--- src/rtl/charge_sweeper_pkg.sv ---
// ============================================================================
// charge_sweeper_pkg : shared widths, types and defaults for the charge sweeper
// Revision 1.0
// ============================================================================
`default_nettype none

package charge_sweeper_pkg;

  localparam int GRID_POINTS    = 4096;
  localparam int SWEEP_LANES    = 8;
  localparam int RD_LATENCY     = 8;
  localparam int FIFO_DEPTH     = 16;
  localparam int CWIDTH         = 16;
  localparam int AWIDTH         = 12;
  localparam int PORTS          = 2;
  localparam int LANES_PER_PORT = 4;

  typedef logic [AWIDTH-1:0]        addr_t;
  typedef logic [CWIDTH-1:0]        charge_t;
  typedef logic signed [CWIDTH:0]   rho_t;

  typedef enum logic [1:0] {
    S_IDLE  = 2'd0,
    S_SWEEP = 2'd1,
    S_DRAIN = 2'd2,
    S_DONE  = 2'd3
  } sweep_state_e;

  // Both operands are unsigned magnitudes; one extra bit keeps the difference exact.
  function automatic rho_t to_rho(input charge_t charge, input charge_t bg);
    return $signed({1'b0, charge}) - $signed({1'b0, bg});
  endfunction

endpackage

`default_nettype wire

--- src/rtl/sweep_fifo.sv ---
// ============================================================================
// sweep_fifo : synchronous first-word-fall-through FIFO with occupancy count
// Revision 1.0
// ============================================================================
`default_nettype none

module sweep_fifo #(
  parameter int WIDTH = 8,
  parameter int DEPTH = 16
) (
  input  logic                       clk,
  input  logic                       rst_n,
  input  logic                       push_i,
  input  logic [WIDTH-1:0]           data_i,
  input  logic                       pop_i,
  output logic [WIDTH-1:0]           data_o,
  output logic                       empty_o,
  output logic [$clog2(DEPTH+1)-1:0] count_o
);

  localparam int PTRW = (DEPTH > 1) ? $clog2(DEPTH) : 1;
  localparam int CNTW = $clog2(DEPTH+1);

  logic [WIDTH-1:0] mem_q [DEPTH];
  logic [PTRW-1:0]  wr_ptr_q, wr_ptr_d;
  logic [PTRW-1:0]  rd_ptr_q, rd_ptr_d;
  logic [CNTW-1:0]  count_q, count_d;
  logic             full;
  logic             do_push;
  logic             do_pop;

  assign full    = (count_q == CNTW'(DEPTH));
  assign empty_o = (count_q == '0);
  assign do_pop  = pop_i && !empty_o;
  // A push into a full FIFO is only legal when the head leaves in the same cycle.
  assign do_push = push_i && (!full || do_pop);

  always_comb begin
    wr_ptr_d = wr_ptr_q;
    rd_ptr_d = rd_ptr_q;
    if (do_push) wr_ptr_d = (wr_ptr_q == PTRW'(DEPTH-1)) ? '0 : wr_ptr_q + 1'b1;
    if (do_pop)  rd_ptr_d = (rd_ptr_q == PTRW'(DEPTH-1)) ? '0 : rd_ptr_q + 1'b1;
    count_d = count_q + CNTW'(do_push) - CNTW'(do_pop);
  end

  always_ff @(posedge clk or negedge rst_n) begin
    if (!rst_n) begin
      wr_ptr_q <= '0;
      rd_ptr_q <= '0;
      count_q  <= '0;
    end else begin
      wr_ptr_q <= wr_ptr_d;
      rd_ptr_q <= rd_ptr_d;
      count_q  <= count_d;
    end
  end

  always_ff @(posedge clk) begin
    if (do_push) mem_q[wr_ptr_q] <= data_i;
  end

  assign data_o  = mem_q[rd_ptr_q];
  assign count_o = count_q;

  a_no_overflow: assert property (@(posedge clk) disable iff (!rst_n)
    !(push_i && full && !do_pop));

endmodule

`default_nettype wire

--- src/rtl/charge_sweeper.sv ---
// ============================================================================
// charge_sweeper : sweeps the scatterer charge grid, realigns fixed-latency
//                  reads and streams background-subtracted density beats
// Revision 1.0
// ============================================================================
`default_nettype none

module charge_sweeper
  import charge_sweeper_pkg::*;
#(
  parameter int GRID_POINTS = charge_sweeper_pkg::GRID_POINTS,
  parameter int RD_LATENCY  = charge_sweeper_pkg::RD_LATENCY,
  parameter int FIFO_DEPTH  = charge_sweeper_pkg::FIFO_DEPTH
) (
  input  logic                                     clk,
  input  logic                                     rst_n,
  input  logic                                     start,
  input  charge_t                                  bg_charge,
  output logic                                     valid_req,
  output addr_t   [PORTS-1:0][LANES_PER_PORT-1:0]  grid_addr_out,
  input  charge_t [PORTS-1:0][LANES_PER_PORT-1:0]  charge_in,
  output logic                                     rho_valid,
  input  logic                                     rho_ready,
  output rho_t    [SWEEP_LANES-1:0]                rho_out,
  output logic                                     rho_last,
  output logic                                     busy,
  output logic                                     sweep_done
);

  localparam int NREQ   = GRID_POINTS / SWEEP_LANES;
  localparam int IDXW   = (NREQ > 1) ? $clog2(NREQ) : 1;
  localparam int CNTW   = $clog2(FIFO_DEPTH+1);
  localparam int FIFO_W = SWEEP_LANES * $bits(rho_t);

  sweep_state_e state_q, state_d;
  logic [IDXW-1:0]       req_idx_q, req_idx_d;
  logic [CNTW-1:0]       inflight_q, inflight_d;
  addr_t [PORTS-1:0][LANES_PER_PORT-1:0] addr_q, addr_d;
  logic                  valid_req_q;
  logic                  last_req_q;
  logic [RD_LATENCY-1:0] vld_sr_q;
  logic [RD_LATENCY-1:0] last_sr_q;

  logic                  issue;
  logic                  issue_last;
  logic                  credit_ok;
  logic                  tap_vld;
  logic                  tap_last;
  logic                  pop;
  logic                  fifo_empty;
  logic [CNTW-1:0]       fifo_count;
  logic [FIFO_W:0]       fifo_rdata;
  logic [FIFO_W:0]       push_data;
  rho_t [SWEEP_LANES-1:0] conv;

  assign tap_vld  = vld_sr_q[RD_LATENCY-1];
  assign tap_last = last_sr_q[RD_LATENCY-1];

  always_comb begin
    state_d    = state_q;
    req_idx_d  = req_idx_q;
    addr_d     = addr_q;
    issue      = 1'b0;
    issue_last = 1'b0;
    // Responses still in flight already own a FIFO slot.
    credit_ok  = (int'(fifo_count) + int'(inflight_q)) < FIFO_DEPTH;
    case (state_q)
      S_IDLE: begin
        if (start) begin
          state_d   = S_SWEEP;
          req_idx_d = '0;
        end
      end
      S_SWEEP: begin
        if (credit_ok) begin
          issue      = 1'b1;
          issue_last = (req_idx_q == IDXW'(NREQ-1));
          req_idx_d  = req_idx_q + 1'b1;
          for (int p = 0; p < PORTS; p++) begin
            for (int j = 0; j < LANES_PER_PORT; j++) begin
              addr_d[p][j] = AWIDTH'({req_idx_q, 3'(LANES_PER_PORT*p + j)});
            end
          end
          if (issue_last) state_d = S_DRAIN;
        end
      end
      S_DRAIN: begin
        if (pop && fifo_rdata[FIFO_W]) state_d = S_DONE;
      end
      S_DONE:  state_d = S_IDLE;
      default: state_d = S_IDLE;
    endcase
  end

  assign inflight_d = inflight_q + CNTW'(issue) - CNTW'(tap_vld);

  always_ff @(posedge clk or negedge rst_n) begin
    if (!rst_n) begin
      state_q     <= S_IDLE;
      req_idx_q   <= '0;
      inflight_q  <= '0;
      addr_q      <= '0;
      valid_req_q <= 1'b0;
      last_req_q  <= 1'b0;
      vld_sr_q    <= '0;
      last_sr_q   <= '0;
    end else begin
      state_q     <= state_d;
      req_idx_q   <= req_idx_d;
      inflight_q  <= inflight_d;
      addr_q      <= addr_d;
      valid_req_q <= issue;
      last_req_q  <= issue_last;
      vld_sr_q    <= {vld_sr_q[RD_LATENCY-2:0], valid_req_q};
      last_sr_q   <= {last_sr_q[RD_LATENCY-2:0], last_req_q};
    end
  end

  for (genvar p = 0; p < PORTS; p++) begin : g_port
    for (genvar j = 0; j < LANES_PER_PORT; j++) begin : g_lane
      assign conv[LANES_PER_PORT*p + j] = to_rho(charge_in[p][j], bg_charge);
    end
  end

  assign push_data = {tap_last, conv};

  sweep_fifo #(
    .WIDTH (FIFO_W + 1),
    .DEPTH (FIFO_DEPTH)
  ) u_fifo (
    .clk     (clk),
    .rst_n   (rst_n),
    .push_i  (tap_vld),
    .data_i  (push_data),
    .pop_i   (pop),
    .data_o  (fifo_rdata),
    .empty_o (fifo_empty),
    .count_o (fifo_count)
  );

  assign rho_valid     = !fifo_empty;
  assign pop           = rho_valid && rho_ready;
  // The FIFO storage is not reset, so the head is masked while empty.
  assign rho_out       = rho_valid ? fifo_rdata[FIFO_W-1:0] : '0;
  assign rho_last      = rho_valid && fifo_rdata[FIFO_W];
  assign valid_req     = valid_req_q;
  assign grid_addr_out = addr_q;
  assign busy          = (state_q != S_IDLE);
  assign sweep_done    = (state_q == S_DONE);

endmodule

`default_nettype wire

--- config.mk ---
export PLATFORM = sky130hd
export DESIGN_NAME = charge_sweeper
export DESIGN_NICKNAME = d
export VERILOG_FILES = /design/src/rtl/charge_sweeper_pkg.sv /design/src/rtl/sweep_fifo.sv /design/src/rtl/charge_sweeper.sv
export SDC_FILE = /design/constraint.sdc
export NUM_CORES = 2
export LEC_CHECK = 0
export BUFFER_PORTS_ARGS = -buffer_cell sky130_fd_sc_hd__buf_2
export CORE_UTILIZATION = 45
export CTS_CLUSTER_SIZE = 20
export DETAILED_ROUTE_END_ITERATION = 8
export GPL_ROUTABILITY_DRIVEN = 0
export SLEW_MARGIN = 40
export SYNTH_ARGS = -nofsm -noshare
export SYNTH_HDL_FRONTEND = slang
export SYNTH_SLANG_ARGS = --single-unit
export TNS_END_PERCENT = 10
--- constraint.sdc ---
create_clock -name clk -period 16.9 [get_ports clk]
set_input_delay 2.535 -clock clk [delete_from_list [all_inputs] [get_ports clk]]
set_output_delay 2.535 -clock clk [all_outputs]
set_load 0.01 [all_outputs]
==> metrics.csv <==
metric,value,unit
wl,239900,microns
seq_area_frac_synth,72.78,%
yosysWarnings,0,
synth_area,92400,sq um
die_area,207100,sq um
dr_wl_met3,13760,microns
cts_root_buf,clkbuf_16,
hp-class,reg -> reg,
die_x,455.1,microns
layout.nets,5141,
final_cells,7707,
worst_slew_pin_slew,0.8227,ns
first_pass_iters,6,
crit_arrival,5.54,ns
crit_fanout,59,
min_to,vld_sr_q[7],
drt_iter0_drc,4182,
setup_viol,0,
clk_latency,0.86,ns
areaGrowthSynthToFinish,14.41,%
r2r_slack,12.84,ns
syn_inst,4358,
io_buffers,372,
ctsHtreeMaxLevel,4,
vias_per_cell,5.898,
synth_top_area_share,71.24,%
wl_met2,122100,microns
grt_max_degree,89,
io_pins,385,
critPathLaunchType,register,
holdWs,0.3444,ns
ys_types,69,
rr_worst_depth,9,
irDropWorstVdd,0.0001268,V
path_clk_slew,0.06,ns
postCtsSetupBuffers,0,
grt_pass1_vias,45870,
cts_made_buffers,226,
worstSetupPathType,reg -> out,
core,203100,sq um
route.detailed.drc,0,
syn_avg_cell_area,21.20,sq um
die_h,455.1,microns
timing.setup.tns,0,ns
synth_area_leader_cell,edfxtp_1,
final_cell_mix,"edfxtp_1, mux4_2, buf_2, clkbuf_16, ha_1",
finalHoldViolations,0,
grt_pass1_wl,339100,microns
hold_depth,0,
hpwl,131900,microns
vias,45450,
cts_hold_buf,0,
maxCapViolCount,0,
cp-end-kind,output pin,
rows,165,
wl_per_cell,31.13,microns
cts_tree,built,
fin_crit_sh,47.76,%
min_from,vld_sr_q[6],
layout_commonest_cell,edfxtp_1,
clock_sinks,2249,
synth_ff_type,edfxtp_1,
drv_slew,0,
antenna_found_initial,39,
synthArstFlopShare,2.534,%
fmaxAchievable,0.1239,GHz
cts.repair.resized,0,
rsz0062_at_grt,no,
required,14.37,ns
ant_nets,0,
synthTopCellsByArea,"edfxtp_1, mux4_2, ha_1, dfrtp_1, and2_1",
drive_above_1_share,32.97,%
grtUsageTotal,23.30,%
status,"complete, no violations",
power_density,159.1,nW/um^2
dpl.cell_count,7267,
r2r_end,u_fifo.mem_q[4][49],
gr-total-overflow,0,
synth_edf_count,2192,
cellLeakagePower,34.88,nW
fin_skew,0.02719,ns
slew_headroom,43.73,%
start_util,45.48,%
cts.path.max_buffers,3,
min_period,8.071,ns
r2r_start,u_fifo.count_o[3],
wl_met1,98780,microns
top_layer,met5,
ys_ff_latch,2249,
## power by group
group	internal (mW)	switching, mW	total [mW]
registers	6.57	0.146	6.72
clock network	2.88	2.10	4.98
logic	2.44	2.69	5.13
## state kept, by name, indices dropped and copies added, names as in the netlist
signal and cells:
req_idx_q 9, state_q 2, u_fifo.count_o 5, valid_req 1
inflight_q 5, vld_sr_q 8, grid_addr_out 10, u_fifo.wr_ptr_q 4
u_fifo.rd_ptr_q 4, last_sr_q 8, u_fifo.mem_q 2192, last_req_q 1
## cells by family after synthesis
logic type | share of synthesized area (%)
DFF | 72.78
muxes | 16.78
and+or+nand+nor | 2.614
buffers and inverters | 2.299
AOI/OAI and AO/OA | 2.316
adders and majority gates | 2.316
xor gates and xnor gates | 0.8910
other | 0.004059
## cells in the mapped netlist (15+ instances only)
cell	n
edfxtp_1	2192
mux4_2	685
ha_1	155
and2_1	140
inv_1	102
clkbuf_1	99
nor2_1	99
buf_4	96
a21oi_1	89
nand2_1	80
xnor2_1	73
dfrtp_1	57
o21ai_0	52
buf_6	49
o21a_1	36
a21o_1	26
nand2b_1	24
nor3_1	24
nand3_1	23
xor2_1	21
nor2b_1	20
o21ai_1	20
buf_1	18
o211ai_1	15
o31a_1	15
## through the flow
step | cell area, sq um | total power [mW] | setup slack, ns | utilization [%]
detailed placement | 98150 | 12.07 | 9.465 | 48.32
global route | 105700 | 17.52 | 8.349 | 52.02
floorplan | 92440 | 10.44 | 3.729 | -
CTS | 105500 | 17.05 | 8.511 | 51.95
global placement | 97010 | 11.93 | 9.301 | 47.75
finish | 105700 | 16.82 | 8.829 | 52.04
## routing by layer
layer / up-vias / global-route usage [%]
li1: 18980 / -
met1: 24700 / 31.78
met2: 1437 / 39.26
met3: 316 / 3.594
met4: 26 / 6.150
met5: - / 0
## critical path, stage by stage, from the launching register on
cell and delay, ns:
dfrtp_4 0.91, buf_6 0.59, buf_12 0.45, buf_16 0.43, buf_4 0.45, buf_12 0.26
mux4_2 0.52, mux4_2 0.52, and2_1 0.18, buf_2 0.13
## worst max path at each step
stage                                   from                 end  slack (ns)  depth (start not counted)
after global placement    u_fifo.rd_ptr_q[0]        rho_out[133]        9.30                          7
after floorplan                    rho_ready  u_fifo.mem_q[3][0]        3.73                          4
after CTS                 u_fifo.rd_ptr_q[0]        rho_out[133]        8.51                          8
final                     u_fifo.rd_ptr_q[0]        rho_out[133]        8.83                          9
after detailed placement  u_fifo.rd_ptr_q[0]        rho_out[133]        9.47                          8
after global routing      u_fifo.rd_ptr_q[0]        rho_out[133]        8.35                          9
## final cells by class
cell class	instances	area, sq um
fillers	15900	97430
flip-flops and latches	2249	67260
multi-input cells	1750	23850
clock buffers	261	5829
repair buffers	499	3440
well taps	2672	3343
clock inverters	159	1545
inverters	102	402.9
diodes	15	37.54
Power figures use the tool's default switching activity.
